## config.mk

```make
export PLATFORM = sky130hd
export DESIGN_NAME = gpio_core
export DESIGN_NICKNAME = d
export VERILOG_FILES = /design/src/rtl/gpio_core.sv
export SDC_FILE = /design/constraint.sdc
export NUM_CORES = 1
export LEC_CHECK = 0
export CAP_MARGIN = 20
export CORE_UTILIZATION = 34
export CTS_CLUSTER_SIZE = 10
export DETAILED_ROUTE_END_ITERATION = 6
export REMOVE_ABC_BUFFERS = 1
export SLEW_MARGIN = 20
export SYNTH_ARGS = -nofsm -noshare
export SYNTH_HDL_FRONTEND = slang
export SYNTH_SLANG_ARGS = --single-unit
```

## constraint.sdc

```tcl
create_clock -name sys_clk -period 2.4 [get_ports sys_clk]
set_input_delay 0.36 -clock sys_clk [delete_from_list [all_inputs] [get_ports sys_clk]]
set_output_delay 0.36 -clock sys_clk [all_outputs]
set_load 0.02 [all_outputs]
```

## src/rtl/gpio_core.sv

```systemverilog
// GPIO core: 32 pads with synchronized inputs, output/enable registers and per-bit edge interrupts.
// Optional build macro GPIO_BOTHEDGE_EN adds the RGPIO_BOTH any-edge register at address 0x7.
module gpio_core #(
    parameter int SYNC_STAGES = 2
) (
    input  logic        sys_clk,
    input  logic        sys_rst,
    input  logic        gpio_we,
    input  logic [3:0]  gpio_addr,
    input  logic [31:0] gpio_dat_i,
    output logic [31:0] gpio_dat_o,
    output logic        gpio_inta_o,
    input  logic [31:0] gpio_in,
    output logic [31:0] gpio_out,
    output logic [31:0] gpio_oe
);

    localparam logic [3:0] ADDR_IN    = 4'h0;
    localparam logic [3:0] ADDR_OUT   = 4'h1;
    localparam logic [3:0] ADDR_OE    = 4'h2;
    localparam logic [3:0] ADDR_INTE  = 4'h3;
    localparam logic [3:0] ADDR_PTRIG = 4'h4;
    localparam logic [3:0] ADDR_CTRL  = 4'h5;
    localparam logic [3:0] ADDR_INTS  = 4'h6;
    localparam logic [3:0] ADDR_BOTH  = 4'h7;

    logic [31:0] sync_q [SYNC_STAGES];
    logic [31:0] prev_q;
    logic [31:0] out_q, out_d;
    logic [31:0] oe_q, oe_d;
    logic [31:0] inte_q, inte_d;
    logic [31:0] ptrig_q, ptrig_d;
    logic        ctrl_inte_q, ctrl_inte_d;
    logic [31:0] ints_q, ints_d;
    logic        inta_q, inta_d;
    logic [31:0] in_sync, rise, fall, qual, w1c;
`ifdef GPIO_BOTHEDGE_EN
    logic [31:0] both_q, both_d;
`endif

    assign in_sync = sync_q[SYNC_STAGES-1];
    assign rise    = in_sync & ~prev_q;
    assign fall    = ~in_sync & prev_q;
`ifdef GPIO_BOTHEDGE_EN
    assign qual    = (rise & (ptrig_q | both_q)) | (fall & (~ptrig_q | both_q));
`else
    assign qual    = (rise & ptrig_q) | (fall & ~ptrig_q);
`endif

    // NOTE: the synchronizer array is cleared element by element because every flop must reset;
    // a storage-style array would normally be left unreset.
    always_ff @(posedge sys_clk) begin
        if (sys_rst) begin
            for (int i = 0; i < SYNC_STAGES; i++) sync_q[i] <= '0;
            prev_q <= '0;
        end else begin
            sync_q[0] <= gpio_in;
            for (int i = 1; i < SYNC_STAGES; i++) sync_q[i] <= sync_q[i-1];
            prev_q <= in_sync;
        end
    end

    // NOTE: every variable gets its hold value first so no path through the case infers a latch.
    always_comb begin
        out_d       = out_q;
        oe_d        = oe_q;
        inte_d      = inte_q;
        ptrig_d     = ptrig_q;
        ctrl_inte_d = ctrl_inte_q;
        w1c         = '0;
`ifdef GPIO_BOTHEDGE_EN
        both_d      = both_q;
`endif
        if (gpio_we) begin
            case (gpio_addr)
                ADDR_OUT:   out_d       = gpio_dat_i;
                ADDR_OE:    oe_d        = gpio_dat_i;
                ADDR_INTE:  inte_d      = gpio_dat_i;
                ADDR_PTRIG: ptrig_d     = gpio_dat_i;
                ADDR_CTRL:  ctrl_inte_d = gpio_dat_i[0];
                ADDR_INTS:  w1c         = gpio_dat_i;
`ifdef GPIO_BOTHEDGE_EN
                ADDR_BOTH:  both_d      = gpio_dat_i;
`endif
                default: ;
            endcase
        end
        // Set is ORed in after the clear so a same-cycle edge wins over W1C.
        ints_d = (ints_q & ~w1c) | (qual & inte_q);
        inta_d = ctrl_inte_q & (|ints_q);
    end

    // NOTE: sequential state uses non-blocking assignments so every register samples pre-edge values.
    always_ff @(posedge sys_clk) begin
        if (sys_rst) begin
            out_q       <= '0;
            oe_q        <= '0;
            inte_q      <= '0;
            ptrig_q     <= '0;
            ctrl_inte_q <= 1'b0;
            ints_q      <= '0;
            inta_q      <= 1'b0;
`ifdef GPIO_BOTHEDGE_EN
            both_q      <= '0;
`endif
        end else begin
            out_q       <= out_d;
            oe_q        <= oe_d;
            inte_q      <= inte_d;
            ptrig_q     <= ptrig_d;
            ctrl_inte_q <= ctrl_inte_d;
            ints_q      <= ints_d;
            inta_q      <= inta_d;
`ifdef GPIO_BOTHEDGE_EN
            both_q      <= both_d;
`endif
        end
    end

    always_comb begin
        gpio_dat_o = '0;
        case (gpio_addr)
            ADDR_IN:    gpio_dat_o = in_sync;
            ADDR_OUT:   gpio_dat_o = out_q;
            ADDR_OE:    gpio_dat_o = oe_q;
            ADDR_INTE:  gpio_dat_o = inte_q;
            ADDR_PTRIG: gpio_dat_o = ptrig_q;
            ADDR_CTRL:  gpio_dat_o = {30'b0, |ints_q, ctrl_inte_q};
            ADDR_INTS:  gpio_dat_o = ints_q;
`ifdef GPIO_BOTHEDGE_EN
            ADDR_BOTH:  gpio_dat_o = both_q;
`endif
            default:    gpio_dat_o = '0;
        endcase
    end

    assign gpio_out    = out_q;
    assign gpio_oe     = oe_q;
    assign gpio_inta_o = inta_q;

endmodule

```

==> metrics.txt <==
wire per inst=17.3 um; crit end category=output pin; reg2reg setup slack=1.07 ns; total of max-cap violations=0; Detailed Route WL=30.8 mm; Hold Fails Final Rpt=0; Nets=1463; Num CTS Buffers=30; critical path launch point type=flip-flop; post-synthesis cell type count=20; Hold Path Depth=2; fin area=0.0134 sq mm; Vias/cell=5.18; placed inst area=0.0125 sq mm; Post-Synthesis Cells=1206; worst reg2reg path endpoint=gpio_inta_o; post-synthesis sequential area ratio=0.521; IO Pins=168; CTS Sinks=258; FP Rows=62; Post-Syn Area=0.00991 sq mm; pin count of the biggest net entering global routing=85; global-route wire length before repair=48.5 mm; worst reg2reg path startpoint=ints_q[24]; Post-Place Cells=1734; Fmax achieved=0.420 GHz; Slew Limit Headroom=0.569; Initial Utilization=0.345; Detailed Place HPWL=20.4 mm; drt pass-1 iters=5; RSZ-0062 raised after global routing=true; core box area=0.0287 sq mm; post-cts hold buffer count=0; Worst-Skew Late Latency=0.54 ns; Cell Count, Final, Fillers Out=1785; Reg2Reg Depth=4; # DRC=0; die area=0.0298 sq mm; global placement routability congestion=0.815; IO Port Bufs=167; status=complete, no violations; Final Skew=0.00763 ns; Power Density=675 mW/mm^2; CTS tree=done; GRT overflow=0; area delta synth->final=35.4%; antenna cells=0; Synth Area per Inst=8.21 sq um; routed via count=9240; final worst setup slack=0.0165 ns; critical path fanouts, max=3; Yosys reg bits=258; Pins Over Slew Limit=0; final setup fails=0; critical path class=flip-flop to output pin; Overall Global Routing Usage=0.201; Slowest-stage cell, CP=nor4_2; CTS Root Cell=clkbuf_16; Hold EP=sync_q[0][17]; clk buf depth=3; worst hold path class=primary input to flip-flop; Critical Path RT=2.04 ns; clock-pin slew on the worst setup and hold paths=0.05 ns; most common cell after layout, fill and taps aside=nand2_1; Tcrit/Tclk final=0.993; most frequent cells in the layout=nand2_1, dfxtp_1, a21oi_1, clkdlybuf4s50_1, nor2b_1; CP max stage delay=0.35 ns; DRT iter0 DRCs=655; share of cells above drive strength 1=0.117; die width=173 um; DP Worst Slack=-0.567 ns; Peak VDD IR=520 uV; Lkg Pwr=4.76 nW; post-route ant nets=0; number of global-route vias before repair=8800; HP Start=gpio_in[17]; Yosys Warn Count=0; crit path cell chain=nor4_2, nand4_1, o21ai_2, nand4_1, buf_4; most frequent CP cell=nand4_1; Critical Path AT=2.02 ns; antenna violations before repair=0; die extent in y=173 um; H-tree depth=1; post-layout min period=2.38 ns; worst-margin pin slew=0.647 ns
[layer usage]
layer  up-vias  share of wire  GRT usage
met5         -              0          0
met1      4379           0.46      0.273
li1       4477              -          -
met4         0          0.024     0.0553
met2       328           0.46      0.329
met3        56          0.063     0.0336
[power breakdown]
part	total, W	internal (W)	switching (W)
logic	0.000585	0.000275	0.000310
clock network	0.00403	0.00236	0.00167
registers	0.00444	0.00438	0.0000595
total	0.00905	0.00701	0.00204
[through the flow]
| step | setup TNS, ns | util | hold WS [ns] | power, W |
|---|---|---|---|---|
| 2_1_floorplan | -294.10 | - | 0.414 | 0.00467 |
| 3_3_place_gp | -16.65 | 0.435 | 0.416 | 0.00510 |
| 3_5_place_dp | -19.20 | 0.435 | 0.420 | 0.00510 |
| 4_1_cts | -0.0560 | 0.463 | 0.353 | 0.00915 |
| 5_1_grt | -0.0525 | 0.467 | 0.366 | 0.00937 |
| 6_report | 0 | 0.467 | 0.374 | 0.00905 |
[cells by family after synthesis]
logic type,count (synthesis),share of synthesized area
flops,258,0.521
compound gates,290,0.171
buf+inv,84,0.0356
simple gates,574,0.272
[worst max-delay path by stage]
stage / startpoint / end / slack [ns] / cells after the start
after floorplan: gpio_addr[3] / gpio_dat_o[0] / -4.02 / 3
after global placement: gpio_addr[2] / gpio_dat_o[17] / -0.52 / 7
after CTS: ints_q[22] / gpio_dat_o[1] / -0.06 / 6
after global routing: ints_q[24] / gpio_dat_o[1] / -0.05 / 5
final: ints_q[24] / gpio_dat_o[1] / 0.02 / 5
after detailed placement: gpio_addr[2] / gpio_dat_o[28] / -0.57 / 7
[what timing repair did]
| action | CTS | global route |
|---|---|---|
| buffers inserted | 5 | 5 |
| endpoints found under the setup margin | 32 | 32 |
| pin swaps | 6 | 9 |
| gates cloned | 1 | 0 |
| resized for setup | 146 | 28 |
[state kept, by name (all words and copies together), names as in the netlist]
| register | count |
|---|---|
| sync_q | 64 |
| gpio_oe | 32 |
| gpio_out | 32 |
| inte_q | 32 |
| ints_q | 32 |
| prev_q | 32 |
| ptrig_q | 32 |
| ctrl_inte_q | 1 |
| gpio_inta_o | 1 |
[cell usage after synthesis]
| library cell | number | area [sq um] |
|---|---|---|
| nand2_1 | 326 | 1220 |
| dfxtp_1 | 258 | 5160 |
| a21oi_1 | 161 | 806 |
| nor2b_1 | 96 | 601 |
| a22oi_1 | 95 | 713 |
| nand3_1 | 64 | 320 |
| clkbuf_1 | 60 | 225 |
| nor2_1 | 33 | 124 |
| nor3b_1 | 33 | 248 |
| o21ai_0 | 33 | 165 |
| buf_2 | 12 | 60.1 |
| nor4_1 | 9 | 56.3 |
| buf_1 | 6 | 22.5 |
| buf_4 | 6 | 45.0 |
| and2_1 | 4 | 25.0 |
| nand4_1 | 3 | 18.8 |
| nor4b_2 | 3 | 45.0 |
| nor4bb_1 | 2 | 20.0 |
| a222oi_1 | 1 | 10.0 |
| and4bb_2 | 1 | 12.5 |
[layout make-up]
cell class                      instances  area (sq um)
Clock buffer                           41           833
Fill cell                            2813         15300
Sequential cell                       258          5170
Timing Repair Buffer                  238          2410
Multi-Input combinational cell        864          4510
Tap cell                              384           480
[worst max-delay path: cells and delay by family, from the launching register on]
kind,cells,cell delay (ns)
buf+inv,1,0.18
flops,1,0.34
compound gates,1,0.23
simple gates,3,0.74
Note: power is estimated with default switching activity, not from simulation.
